==> src/rtl/systolic_skew_feeder_pkg.sv <==
// Shared types and sizing helper for the systolic skew feeder.
package SystolicTypes;

  typedef enum logic [1:0] {
    IDLE = 2'd0,
    LOAD = 2'd1,
    FEED = 2'd2,
    DONE = 2'd3
  } feeder_state_t;

  // Index width that never collapses to zero bits for tiny arrays.
  function automatic int clog2_min1(input int v);
    return (v > 2) ? $clog2(v) : 1;
  endfunction

endpackage

==> src/rtl/systolic_skew_feeder_tile_buffer.sv <==
// N x N tile register file: one row/col write port, one read port per column.
module skew_tile_buffer
  import SystolicTypes::*;
#(
  parameter int N     = 4,
  parameter int WIDTH = 16,
  parameter int RW    = clog2_min1(N)
) (
  input  logic                    clk,
  input  logic                    wr_en,
  input  logic [RW-1:0]           wr_row,
  input  logic [RW-1:0]           wr_col,
  input  logic [WIDTH-1:0]        wr_data,
  input  logic [N-1:0][RW-1:0]    rd_row,
  output logic [N-1:0][WIDTH-1:0] rd_data
);

  // Contents are never cleared; the controller only reads a freshly completed tile.
  logic [WIDTH-1:0] mem_q [N][N];

  always_ff @(posedge clk) begin
    if (wr_en) begin
      mem_q[wr_row][wr_col] <= wr_data;
    end
  end

  always_comb begin
    for (int j = 0; j < N; j++) begin
      rd_data[j] = mem_q[rd_row[j]][j];
    end
  end

endmodule

==> src/rtl/systolic_skew_feeder.sv <==
// Loads an n x n tile row-major, then feeds it diagonally skewed to a systolic array top edge.
// Build option SKEW_FEEDER_TRANSPOSE_EN adds a transpose input that stores the tile transposed.
module systolic_skew_feeder
  import SystolicTypes::*;
#(
  parameter int N     = 4,
  parameter int WIDTH = 16
) (
  input  logic                    clk,
  input  logic                    rst,
  input  logic                    start,
  input  logic [3:0]              n,
`ifdef SKEW_FEEDER_TRANSPOSE_EN
  input  logic                    transpose,
`endif
  input  logic                    in_valid,
  input  logic signed [WIDTH-1:0] in_data,
  output logic                    in_ready,
  input  logic                    feed_en,
  output logic [N-1:0][WIDTH-1:0] data_up,
  output logic [N-1:0]            valid_up,
  output logic                    busy,
  output logic                    done,
  output logic                    err
);

  localparam int RW = clog2_min1(N);
  localparam int NW = clog2_min1(N + 1);
  localparam int TW = clog2_min1(2 * N);

  feeder_state_t state_q, state_d;
  logic [NW-1:0] n_q, n_d;
  logic [RW-1:0] row_q, row_d, col_q, col_d;
  logic [TW-1:0] t_q, t_d;
  logic          err_q, err_d;
  logic          beat;
  logic [RW-1:0] last_idx;
  logic [RW-1:0] wr_row, wr_col;
  logic [N-1:0][RW-1:0]    rd_row;
  logic [N-1:0][WIDTH-1:0] rd_data;
  logic [N-1:0]            col_vld;

  assign in_ready = (state_q == LOAD);
  assign beat     = in_valid && in_ready;
  assign last_idx = RW'(int'(n_q) - 1);
  assign busy     = (state_q != IDLE);
  assign done     = (state_q == DONE);
  assign err      = err_q;

`ifdef SKEW_FEEDER_TRANSPOSE_EN
  logic tr_q, tr_d;
  assign wr_row = tr_q ? col_q : row_q;
  assign wr_col = tr_q ? row_q : col_q;
`else
  assign wr_row = row_q;
  assign wr_col = col_q;
`endif

  always_comb begin
    state_d = state_q;
    n_d     = n_q;
    row_d   = row_q;
    col_d   = col_q;
    t_d     = t_q;
    err_d   = 1'b0;
`ifdef SKEW_FEEDER_TRANSPOSE_EN
    tr_d    = tr_q;
`endif
    case (state_q)
      IDLE: begin
        if (start) begin
          if (n == 4'd0) begin
            err_d = 1'b1;
          end else begin
            n_d     = (int'(n) > N) ? NW'(N) : NW'(n);
            row_d   = '0;
            col_d   = '0;
            t_d     = '0;
            state_d = LOAD;
`ifdef SKEW_FEEDER_TRANSPOSE_EN
            tr_d    = transpose;
`endif
          end
        end
      end
      LOAD: begin
        if (beat) begin
          if (col_q == last_idx) begin
            col_d = '0;
            if (row_q == last_idx) begin
              t_d     = '0;
              state_d = FEED;
            end else begin
              row_d = row_q + 1'b1;
            end
          end else begin
            col_d = col_q + 1'b1;
          end
        end
      end
      FEED: begin
        if (feed_en) begin
          if (t_q == TW'(2 * int'(n_q) - 2)) begin
            state_d = DONE;
          end else begin
            t_d = t_q + 1'b1;
          end
        end
      end
      DONE:    state_d = IDLE;
      default: state_d = IDLE;
    endcase
  end

  always_ff @(posedge clk or negedge rst) begin
    if (!rst) begin
      state_q <= IDLE;
      n_q     <= '0;
      row_q   <= '0;
      col_q   <= '0;
      t_q     <= '0;
      err_q   <= 1'b0;
`ifdef SKEW_FEEDER_TRANSPOSE_EN
      tr_q    <= 1'b0;
`endif
    end else begin
      state_q <= state_d;
      n_q     <= n_d;
      row_q   <= row_d;
      col_q   <= col_d;
      t_q     <= t_d;
      err_q   <= err_d;
`ifdef SKEW_FEEDER_TRANSPOSE_EN
      tr_q    <= tr_d;
`endif
    end
  end

  skew_tile_buffer #(
    .N     (N),
    .WIDTH (WIDTH),
    .RW    (RW)
  ) u_buf (
    .clk     (clk),
    .wr_en   (beat),
    .wr_row  (wr_row),
    .wr_col  (wr_col),
    .wr_data (in_data),
    .rd_row  (rd_row),
    .rd_data (rd_data)
  );

  // Column j shows row t-j of its own column while that row index is inside the tile.
  always_comb begin
    rd_row  = '0;
    col_vld = '0;
    for (int j = 0; j < N; j++) begin
      if (state_q == FEED && j < int'(n_q) && int'(t_q) >= j && int'(t_q) - j < int'(n_q)) begin
        col_vld[j] = 1'b1;
        rd_row[j]  = RW'(int'(t_q) - j);
      end
    end
  end

  always_comb begin
    for (int j = 0; j < N; j++) begin
      data_up[j] = col_vld[j] ? rd_data[j] : '0;
    end
  end

  assign valid_up = col_vld;

endmodule
==> config.mk <==
export PLATFORM = sky130hd
export DESIGN_NAME = systolic_skew_feeder
export DESIGN_NICKNAME = d
export VERILOG_FILES = /design/src/rtl/systolic_skew_feeder_pkg.sv /design/src/rtl/systolic_skew_feeder_tile_buffer.sv /design/src/rtl/systolic_skew_feeder.sv
export SDC_FILE = /design/constraint.sdc
export NUM_CORES = 1
export LEC_CHECK = 0
export ABC_CLOCK_PERIOD_IN_PS = 5710
export CAP_MARGIN = 10
export CORE_ASPECT_RATIO = 1.25
export CORE_MARGIN = 4
export CORE_UTILIZATION = 35
export CTS_CLUSTER_DIAMETER = 30
export DETAILED_ROUTE_END_ITERATION = 16
export PLACE_DENSITY_LB_ADDON = 0.25
export SLEW_MARGIN = 30
export SYNTH_ARGS = -nofsm -noshare
export SYNTH_HDL_FRONTEND = slang
export SYNTH_SLANG_ARGS = --single-unit
export TNS_END_PERCENT = 5
==> constraint.sdc <==
create_clock -name clk -period 5.71 [get_ports clk]
set_input_delay 1.142 -clock clk [delete_from_list [all_inputs] [get_ports clk]]
set_output_delay 1.142 -clock clk [all_outputs]
set_load 0.1 [all_outputs]
======== Word level (Yosys, flattened, before mapping) ========
Memory sizes are Yosys's and may differ from the RTL's.
Index checks and enable logic that the tools add are counted.
W data, S select, Z words.
cells by class
  equality and inequality tests ........... 15
  muxes and demuxes ....................... 45
  reduce and logical (&&, ||, !) cells .... 23
  magnitude comparators ................... 14
  add/subtract/negate cells ............... 8
  bitwise operators ....................... 2
operators by type and width
  operator               number
  $mux W16               5
  $mux W64               1
  $mux W2                18
  $demux W16 S2          1
  $mux W3                8
  $logic_and A1 B1 Y1    13
  $lt A4 B4 Y1           3
  $ne A2 B2 Y1 const B   6
  $pmux W3 S3            1
  $mux W1                8
  $pmux W2 S2            2
  $pmux W2 S4            1
  $reduce_and A8 Y1      1
  $sub A3 B2 Y4 const B  2
  $reduce_and A7 Y1      1
  $ge A3 B2 Y1 const B   2
  $lt A1 B3 Y1 const A   2
  $lt A2 B3 Y1 const A   2
  $ne A2 B1 Y1 const B   3
  $reduce_and A6 Y1      1
  $add A2 B1 Y2 const B  2
  $eq A2 B2 Y1           2
  $eq A2 B2 Y1 const B   2
  $gt A4 B3 Y1 const B   1
  other kinds (18)       19
storage, ports and cells
  register bits ........................... 13
  memories ................................ 1
  RAM bits ................................ 256
  input port bits ......................... 25
  logic and storage cells ................. 114
memory list
  memory       words  bits a word  read ports  clocked after Yosys merged registers in  wr ports  RTL line                                text
  u_buf.mem_q  4      64           4           0                                        1         systolic_skew_feeder_tile_buffer.sv:19  logic [WIDTH-1:0] mem_q [N][N];

======== Depth between registers and ports, before layout ========
Gate-level depths: netlist of run 1.
An unclocked memory read counts as a cell.
  depth in word-level cells ............... 7
  mapped depth ............................ 14
  depth with buffers taken out ............ 10

======== By module ========
Synthesis of run 1 repeated with hierarchy kept, for this count alone.
unflattened totals
  cell total of the unflattened synthesis .. 584
  area, all modules ....................... 11213.3 sq um
by module, submodules not included
  module                area an instance (sq um)  instances  cells an instance
  skew_tile_buffer      9494.1                    1          359
  systolic_skew_feeder  1719.1                    1          225

======== Worst setup path before layout of run 1 ========
Ideal clock, no wire load.
  kind .................................... register to output
  start ................................... register t_q[1]
  end ..................................... output port data_up[22] (netlist name)
  path slack .............................. -0.208 ns
  cell stages (with the launch flop) ...... 14
  arrival ................................. 4.776 ns
  required time ........................... 4.568 ns
  cells stage by stage .................... dfrtp_1 -> buf_2 -> clkbuf_1 -> buf_2 -> inv_1 -> ha_1 -> clkbuf_1 -> inv_1 -> ha_1 -> a21o_1 -> a31oi_2 -> o21a_1 -> clkbuf_1 -> and2_1
RTL lines
  what                      RTL line                     text
  start: declaration        systolic_skew_feeder.sv:34   logic [TW-1:0] t_q, t_d;
  start signal: assignment  systolic_skew_feeder.sv:131  t_q <= t_d;
  end: declaration          systolic_skew_feeder.sv:20   output logic [N-1:0][WIDTH-1:0] data_up,

==> qor.csv, run 1 <==
metric,value,unit
outcome,completed,
grt met2 use,0.245,
"commonest non-fill, non-tap cell in the layout",edfxtp_1,
IO Pins,97,
dpl hpwl,15.6,mm
CP arrival,4070,ps
Seq pwr share,0.344,
fin nets,825,
"CP delay by family, top",compound AO/OA/AOI/OAI gates,
core region area,0.0319,mm^2
combinational share of power,0.291,
crit path from,t_q[0],
first-pass GRT wire length,39.1,mm
Synth Flop Type,edfxtp_1,
minimum clock period,5210,ps
Seq cells post-synth,269,
Root Driver,clkbuf_16,
switch share,0.337,
FF-to-FF path depth,4,
met1 usage,0.186,
GRT overflow,0,
clk_lat worst skew,510,ps
power per cell area,478,mW/mm^2
IO Port Bufs,96,
clock buffer depth,3,
Clock Power Share,0.364,
WHS Path Cells,1,
Internal Power,4500,uW
DR iter-0 viols,433,
share of cells above drive strength 1,0.267,
post-synthesis net count,707,
antenna-violating nets left,0,
most frequent cells in the layout,"edfxtp_1 (256), buf_4 (55), nor2b_1 (51)",
RSZ-0062 raised after global routing,no,
"reg-to-reg slack, setup",3250,ps
ys async rst share,0.0483,
crit path capture,data_up[29],
Psw,2280,uW
critical path's largest stage delay,680,ps
synth unique cells,58,
DRC viols,0,
critical path type,reg2out,
Worst Tran Pin Value,988,ps
count of filler cells inserted in the layout,2771,
Max VDD drop,0.000293,V
# setup viols final,0,
"Design Area, Final",0.0142,mm^2
final hold vios,0,
Max Clk Rate,0.192,GHz
Levels on crit path,11,
met3 usage,0.0277,
All-Layer GR Usage,0.144,
initial antenna violation count,0,
Post-Synthesis Cells,654,
Die W,169,um
CTS Buf Count,43,
crit end category,primary output,
grt peak-use layer,met2,
WL/cell,21.0,um
num rows,73,
Reg-to-Reg End,u_buf.mem_q[3][21],
maximum fanout along the worst path,37,
Ant. Diodes,0,
register area share after synthesis,0.706,
critical path cell sequence,inv_2 > ha_1 > ha_1 > inv_1 > ha_1 > a21o_1 > a31oi_2 > o21a_2 > o32ai_1 > and2_1 > buf_12,
required time of the worst setup path,4570,ps
largest net degree at the start of global routing,54,
DR pass1 iterations,4,
Tcrit/Tclk final,0.912,
starting density of the core,0.356,
Max Slew Vio Count,0,
Resized cells post-CTS,0,
Hold Path Class,reg2reg,
"most used cell, CP",ha_1,
CTS tree,yes,
Critical path buffers and inverters,3,
synth warn,0,
type of origin of the critical path,register,
hold buffer count at CTS,0,
Post-synth EDFFs,256,
Mapped Avg Cell Area,17.3,um^2
htree depth,2,
reg-to-reg startpoint,state_q[1],
worst slew margin relative to its limit,0.339,
max_cap viols,0,
Syn-to-layout area delta,25.2,%
Leak,0.00482,uW
clock skew,12.3,ps
gpl congestion,0.775,
post-CTS setup repair buffer count,0,
via count,6194,
Routed WL,25.5,mm
CP max stage cell,dfrtp_4,
TritonCTS sink count,269,
final setup TNS,0,ps
Vias/cell,5.09,
post-synthesis instance area,0.0113,mm^2
die area,0.0354,mm^2
number of global-route vias before repair,6428,
post-placement cell area,0.0128,mm^2
DIE HEIGHT,209,um
Worst-path clk slew,50,ps
## state kept, by name, summed over array words and instances (netlist names)
signal,count
state_q,2
col_q,2
err,1
t_q,3
n_q,3
row_q,2
u_buf.mem_q,256
## per-layer routing
layer | wire (um) | vias up | share of wire
li1 | - | 2825 | -
met1 | 10600 | 3159 | 0.42
met2 | 13000 | 167 | 0.51
met3 | 1190 | 43 | 0.047
met4 | 637 | 0 | 0.025
met5 | 0 | - | 0
## power by group through the flow
stage / sequential, uW / clock (uW) / combinational [uW]
global placement: 2370 / 0 / 1990
detailed placement: 2370 / 0 / 2000
finish: 2340 / 2470 / 1980
global route: 2350 / 2610 / 2130
floorplan: 2320 / 0 / 1520
CTS: 2340 / 2520 / 2000
## Yosys cell counts (3+ instances only)
master	count	area share
clkbuf_1	15	0.0050
dfrtp_1	13	0.029
o32ai_1	16	0.012
mux4_2	48	0.095
nor3_1	3	0.0013
and3_1	19	0.010
a21oi_1	38	0.017
nand2b_1	7	0.0039
nor4_1	3	0.0017
inv_1	24	0.0079
o21ai_1	3	0.0013
nand2_1	7	0.0023
ha_1	28	0.031
nor2_1	19	0.0063
a32o_1	3	0.0026
edfxtp_1	256	0.68
buf_4	3	0.0020
nor2b_1	51	0.028
a21o_1	3	0.0020
o21ai_0	22	0.0097
and2_1	20	0.011
buf_2	11	0.0049
## worst min-delay path by stage
stage	start	slack, ps	end
final	state_q[1]	560	state_q[1]
after global routing	state_q[1]	610	state_q[1]
after CTS	state_q[1]	560	state_q[1]
after detailed placement	state_q[1]	540	state_q[1]
after global placement	state_q[1]	540	state_q[1]
after floorplan	state_q[1]	510	state_q[1]
## worst reg2reg max path, delay by kind of cell, from the launching register on
family | cells | cell delay, ps
buf+inv | 1 | 90
simple gates | 2 | 1330
fa+ha+maj | 1 | 250
flops | 1 | 400
## logic make-up (layout without fill, tap and decap cells)
family,Yosys count,count (layout),synth area share
multiplexers,53,53,0.101
adder cells (fa/ha/maj),28,28,0.0309
AO/OA/AOI/OAI,106,106,0.0623
XOR/XNOR,3,3,0.00463
flip-flops,269,269,0.706
buffers and inverters,56,206,0.0221
AND/OR/NAND/NOR,139,139,0.0729
## cell type report
cell class | instances | area, um^2 | share of cell area
Clock inverter | 28 | 280 | 0.0197
Inverter | 25 | 93.8 | 0.00661
Sequential cell | 269 | 8020 | 0.565
Tap cell | 412 | 515 | 0.0363
Multi-Input combinational cell | 329 | 3100 | 0.218
Clock buffer | 49 | 1120 | 0.0789
Timing Repair Buffer | 104 | 1070 | 0.0757
## metrics by stage
step,power (uW),instances,hold WS (ps),utilization,setup WS [ps]
after floorplan,3840,654,512,-,284
after global placement,4360,1139,536,0.401,1030
after detailed placement,4370,1139,544,0.401,1030
after CTS,6860,1216,556,0.445,478
after global routing,7090,1216,609,0.445,313
final,6780,1216,557,0.445,500
(Power assumes the default switching activity.)
==> run 2: changes to the inputs <==
--- a/config.mk
+++ b/config.mk
@@ -13,8 +13,8 @@
 export CTS_CLUSTER_DIAMETER = 30
 export DETAILED_ROUTE_END_ITERATION = 16
 export PLACE_DENSITY_LB_ADDON = 0.25
-export SLEW_MARGIN = 30
 export SYNTH_ARGS = -nofsm -noshare
 export SYNTH_HDL_FRONTEND = slang
+export SYNTH_HIERARCHICAL = 1
 export SYNTH_SLANG_ARGS = --single-unit
 export TNS_END_PERCENT = 5
==> run 2 against run 1 <==
Against the previous run: area after synthesis down 1.2%; sequential cell count unchanged; synthesized cell count down 11%; critical path type unchanged; cell area down 1.3%; clock-buffer cell count down 4; highest routed layer unchanged; critical path depth up 1; total power down 6.6%; combinational power down 23%; hold slack worse by 1.6 ps; register-to-register slack worse by 470 ps; first-iteration DRC count up 2.8%; cell count down 4.7%.
==> qor.csv, run 2 <==
metric,value,unit,change
outcome,completed,,
biggest regs,"u_buf/mem_q x256, n_q x3, t_q x3",,
Root Driver,clkbuf_16,,
final hold vios,0,,unchanged
WL/cell,21.8,um,+3.9%
CTS tree,yes,,
register area share after synthesis,0.715,,+0.00835
combinational share of power,0.241,,-0.050
power per cell area,452,mW/mm^2,-5.4%
IO Port Bufs,96,,unchanged
Routed WL,25.2,mm,-0.99%
synth unique cells,42,,-28%
antenna-violating nets left,0,,unchanged
TritonCTS sink count,269,,unchanged
most frequent cell after synthesis,edfxtp_1,,
via count,5827,,-5.9%
critical path type,reg2out,,
Post-synth EDFFs,256,,unchanged
dominant cells by area after synthesis,"edfxtp_1 (69%), mux4_2 (8.0%), mux4_1 (5.6%), and2_1 (3.9%), dfrtp_1 (2.9%)",,
maximum fanout along the worst path,16,,-57%
Clock Power Share,0.387,,+0.023
dpl hpwl,15.7,mm,+0.78%
share of the synthesized area in the top cell type,0.686,,+0.00801
most instantiated cells after synthesis,"edfxtp_1 (256), and2_1 (70), mux4_2 (40), mux4_1 (24), ha_1 (21)",,
Post-Synthesis Cells,584,,-11%
Worst Tran Pin Value,1070,ps,+81.8 ps
fin nets,761,,-7.8%
Vias/cell,5.03,,-1.3%
DRC viols,0,,unchanged
max reg flops,256,,unchanged
Worst-path clk slew,50,ps,about the same
share of cells above drive strength 1,0.290,,+0.0231
Max VDD drop,0.000272,V,-7.3%
Internal Power,4250,uW,-5.5%
DIE HEIGHT,208,um,-0.56%
Seq pwr share,0.372,,+0.028
die area,0.0350,mm^2,-1.1%
crit end category,primary output,,
core region area,0.0317,mm^2,-0.57%
number of global-route vias before repair,6347,,-1.3%
CTS Buf Count,41,,-4.7%
Hold Path Class,reg2reg,,
first-pass GRT wire length,38.3,mm,-1.9%
post-placement cell area,0.0126,mm^2,-1.2%
Leak,0.00479,uW,-0.76%
starting density of the core,0.354,,-0.00213
Seq cells post-synth,269,,unchanged
Psw,2080,uW,-8.8%
type of origin of the critical path,register,,
most frequent cells in the layout,"edfxtp_1 (256), buf_4 (74), and2_1 (70)",,
Max Clk Rate,0.186,GHz,-3.0%
largest register by flop count,u_buf/mem_q,,
CP arrival,4230,ps,+160 ps
Ant. Diodes,0,,unchanged
Mapped Avg Cell Area,19.2,um^2,+11%
GRT overflow,0,,unchanged
ys async rst share,0.0483,,unchanged
final setup TNS,0,ps,unchanged
post-CTS setup repair buffer count,0,,unchanged
DR pass1 iterations,5,,+1
switch share,0.329,,-0.00789
Tot Pwr,6330,uW,-6.6%
Resized cells post-CTS,0,,unchanged
required time of the worst setup path,4570,ps,about the same
Synth Flop Type,edfxtp_1,,
clk_lat worst skew,540,ps,+30 ps
DR iter-0 viols,445,,+2.8%
biggest area consumer among synthesized cells,edfxtp_1,,
minimum clock period,5370,ps,+163 ps
DP Worst Slack,935,ps,-92.9 ps
post-synthesis net count,630,,-11%
# setup viols final,0,,unchanged
IO Pins,97,,unchanged
Die W,168,um,-0.56%
PnR worst setup slack,337,ps,-163 ps
Max Slew Vio Count,0,,unchanged
max_cap viols,0,,unchanged
hold buffer count at CTS,0,,unchanged
clock buffer depth,3,,unchanged
largest net degree at the start of global routing,20,,-63%
num rows,73,,unchanged
Tcrit/Tclk final,0.941,,+0.0285
synth warn,6,,+6
count of filler cells inserted in the layout,2717,,-1.9%
"commonest non-fill, non-tap cell in the layout",edfxtp_1,,
RSZ-0062 raised after global routing,no,,
gpl congestion,0.803,,+3.6%
htree depth,2,,unchanged
"Design Area, Final",0.0140,mm^2,-1.3%
Syn-to-layout area delta,25.0,%,
worst slew margin relative to its limit,0.286,,-0.0532
initial antenna violation count,0,,unchanged
post-synthesis instance area,0.0112,mm^2,-1.2%
clock skew,22.7,ps,+10.4 ps
All-Layer GR Usage,0.143,,-0.000441
run 2: cell type report:
type	instances	area, um^2	share of cell area
clock buffer	45	1040	0.0743
multi-input combinational	271	2990	0.213
tap	412	515	0.0368
clock inverter	30	342	0.0244
sequential	269	8010	0.572
inverter	19	71.3	0.00509
timing repair buffer	113	1050	0.0746
run 2: routing by layer:
metal / wire, um / global-route usage / vias to the layer above / part of all wire
li1: - / - / 2594 / -
met1: 10600 / 0.179 / 3058 / 0.42
met2: 13100 / 0.251 / 137 / 0.52
met3: 1040 / 0.0287 / 38 / 0.041
met4: 487 / 0.0448 / 0 / 0.019
met5: 0 / 0 / - / 0
run 2: cell families after synthesis:
| family | after synthesis | synth area share |
|---|---|---|
| DFF | 269 | 0.715 |
| and+or+nand+nor | 147 | 0.0739 |
| muxes | 71 | 0.143 |
| buffers and inverters | 44 | 0.0254 |
| AOI/OAI and AO/OA | 28 | 0.0158 |
| adders and majority gates | 21 | 0.0234 |
| xor gates and xnor gates | 4 | 0.00379 |
run 2: critical path, cell delays in order (launching register included):
cell and delay, ps:
dfrtp_1 610, inv_1 230, ha_1 420, inv_1 100, ha_1 270, a21boi_0 120
o21ai_0 190, a22oi_1 150, nor4_2 210, buf_4 360, mux4_1 610, and2_1 170
buf_4 230
run 2: final timing paths:
kind / startpoint / endpoint / slack (ps) / depth (start not counted)
max: t_q[0] / data_up[29] / 340 / 12
max in group asynchronous: rst / state_q[1] / 4200 / 1
max reg2reg: state_q[1] / u_buf/mem_q[3][55] / 2780 / 5
min in group asynchronous: rst / err / 1030 / 1
min: state_q[0] / state_q[0] / 550 / 1
min reg2reg: state_q[0] / state_q[0] / 550 / 1
run 2: stage by stage:
stage	cells	utilization	hold slack [ps]
after floorplan	584	-	519
after CTS	1159	0.442	570
after global routing	1159	0.442	609
after global placement	1084	0.399	540
final	1159	0.442	555
after detailed placement	1084	0.399	557
run 2: power by group through the flow:
| stage | registers [uW] | logic (uW) | clock network [uW] |
|---|---|---|---|
| floorplan | 2340 | 1180 | 0 |
| global placement | 2380 | 1510 | 0 |
| detailed placement | 2390 | 1530 | 0 |
| CTS | 2350 | 1540 | 2510 |
| global route | 2370 | 1630 | 2600 |
| finish | 2360 | 1520 | 2450 |
==> run 3: changes to the inputs <==
--- a/config.mk
+++ b/config.mk
@@ -12,7 +12,10 @@
 export CORE_UTILIZATION = 35
 export CTS_CLUSTER_DIAMETER = 30
 export DETAILED_ROUTE_END_ITERATION = 16
+export GPL_ROUTABILITY_DRIVEN = 0
 export PLACE_DENSITY_LB_ADDON = 0.25
+export REMOVE_ABC_BUFFERS = 1
+export SLEW_MARGIN = 20
 export SYNTH_ARGS = -nofsm -noshare
 export SYNTH_HDL_FRONTEND = slang
 export SYNTH_HIERARCHICAL = 1
==> run 3 against run 2 <==
Against the previous run: global-route usage is 0.084 points lower; setup slack improved by 14 ps; register-to-register slack hardly changed; routed wire length shrank 0.12%; critical path type unchanged; largest power group unchanged.
==> qor.csv, run 3 (synthesis results as in run 2) <==
metric,value,unit,change
Max Slew Vio Count,0,,unchanged
Die W,168,um,unchanged
critical path type,reg2out,,
CP arrival,4220,ps,about the same
Routed WL,25.2,mm,-0.12%
final hold vios,0,,unchanged
fin nets,763,,+0.26%
# setup viols final,0,,unchanged
DP Cell Count,1082,,-0.18%
dpl hpwl,15.8,mm,+0.72%
IO Port Bufs,96,,unchanged
GRT overflow,0,,unchanged
post-placement cell area,0.0126,mm^2,-0.28%
maximum fanout along the worst path,16,,unchanged
worst slew margin relative to its limit,0.290,,+0.00442
crit end category,primary output,,
Worst-path clk slew,50,ps,about the same
required time of the worst setup path,4570,ps,about the same
outcome,completed,,
type of origin of the critical path,register,,
starting density of the core,0.354,,unchanged
clk_lat worst skew,540,ps,about the same
antenna-violating nets left,0,,unchanged
Root Driver,clkbuf_16,,
Leak,0.00485,uW,+1.3%
Max Clk Rate,0.187,GHz,+0.26%
DRC viols,0,,unchanged
max_cap viols,0,,unchanged
max reg flops,256,,unchanged
CTS Buf Count,45,,+9.8%
post-CTS setup repair buffer count,0,,unchanged
biggest regs,"u_buf/mem_q x256, n_q x3, t_q x3",,
largest register by flop count,u_buf/mem_q,,
most frequent cells in the layout,"edfxtp_1 (256), buf_4 (74), and2_1 (70)",,
Resized cells post-CTS,0,,unchanged
DR pass1 iterations,7,,+2
count of filler cells inserted in the layout,2653,,-2.4%
hold buffer count at CTS,0,,unchanged
Worst Tran Pin Value,1060,ps,-6.62 ps
num rows,73,,unchanged
htree depth,2,,unchanged
number of global-route vias before repair,6234,,-1.8%
die area,0.0350,mm^2,unchanged
DIE HEIGHT,208,um,unchanged
core region area,0.0317,mm^2,unchanged
share of cells above drive strength 1,0.293,,+0.00245
WHS,577,ps,+22.4 ps
clock buffer depth,3,,unchanged
initial antenna violation count,0,,unchanged
All-Layer GR Usage,0.142,,-0.000841
Register Area,0.00801,mm^2,unchanged
Hold Path Class,reg2reg,,
"commonest non-fill, non-tap cell in the layout",edfxtp_1,,
first-pass GRT wire length,37.7,mm,-1.5%
WL/cell,21.7,um,-0.47%
Tot Pwr,6620,uW,+4.6%
CTS tree,yes,,
RSZ-0062 raised after global routing,no,,
clock skew,23.6,ps,+0.889 ps
Syn-to-layout area delta,26.3,%,
Max VDD drop,0.000296,V,+8.9%
"Design Area, Final",0.0142,mm^2,+1.1%
minimum clock period,5360,ps,-13.8 ps
via count,5776,,-0.88%
Ant. Diodes,0,,unchanged
largest net degree at the start of global routing,19,,-5.0%
power per cell area,468,mW/mm^2,+3.5%
Tcrit/Tclk final,0.939,,-0.00242
Final Non-Filler Cells,1163,,+0.35%
DR iter-0 viols,432,,-2.9%
IO Pins,97,,unchanged
TritonCTS sink count,269,,unchanged
area of the multi-input gates,0.00299,mm^2,+0.17%
Vias/cell,4.97,,-1.2%
## run 3: cell count changes in the layout (fill, tap and decap cells not counted), sizes merged
cell      change
bufinv        +4
clkbuf        +6
clkinv        -1
inv           -5
buf           -2
clkinvlp      +2
## run 3: stage by stage
| step | utilization | worst slack [ps] | setup TNS, ps |
|---|---|---|---|
| 2_1_floorplan | - | -812 | -23360 |
| 5_1_grt | 0.447 | 28.0 | 0 |
| 3_5_place_dp | 0.397 | 895 | 0 |
| 4_1_cts | 0.447 | 269 | 0 |
| 3_3_place_gp | 0.397 | 919 | 0 |
| 6_report | 0.447 | 351 | 0 |
## run 3: per-layer routing
metal  share of wire  wire, um  GRT usage
met5               0         0          0
met4           0.021       536     0.0448
met2            0.53     13300      0.249
met3           0.047      1170     0.0314
met1            0.41     10200      0.176
## run 3: final cells by class
cell class                 count  share of cell area
clock buffer                  51              0.0826
clock inverter                30              0.0279
inverter                      19             0.00504
multi-input combinational    271               0.211
sequential                   269               0.566
tap                          412              0.0364
timing repair buffer         111              0.0710
## run 3: report_power, final
part / switching, uW / internal, uW
logic: 1050 / 462
registers: 105 / 2260
clock network: 912 / 1840
## run 3: critical path, stage by stage, from the launching register on
cell,delay (ps)
dfrtp_1,630
inv_1,230
ha_1,410
ha_1,290
a21boi_0,120
o21ai_0,180
a21oi_1,150
nor4_2,280
buf_4,370
mux4_1,610
and2_1,170
buf_4,230
## run 3: final timing paths
path	cells after the start	start	to	slack, ps
min reg2reg	1	state_q[0]	state_q[0]	580
min	1	state_q[0]	state_q[0]	580
max reg2reg	5	state_q[1]	u_buf/mem_q[1][52]	2770
min in group asynchronous	1	rst	row_q[1]	1030
max in group asynchronous	1	rst	n_q[0]	4260
max	11	t_q[0]	data_up[49]	350
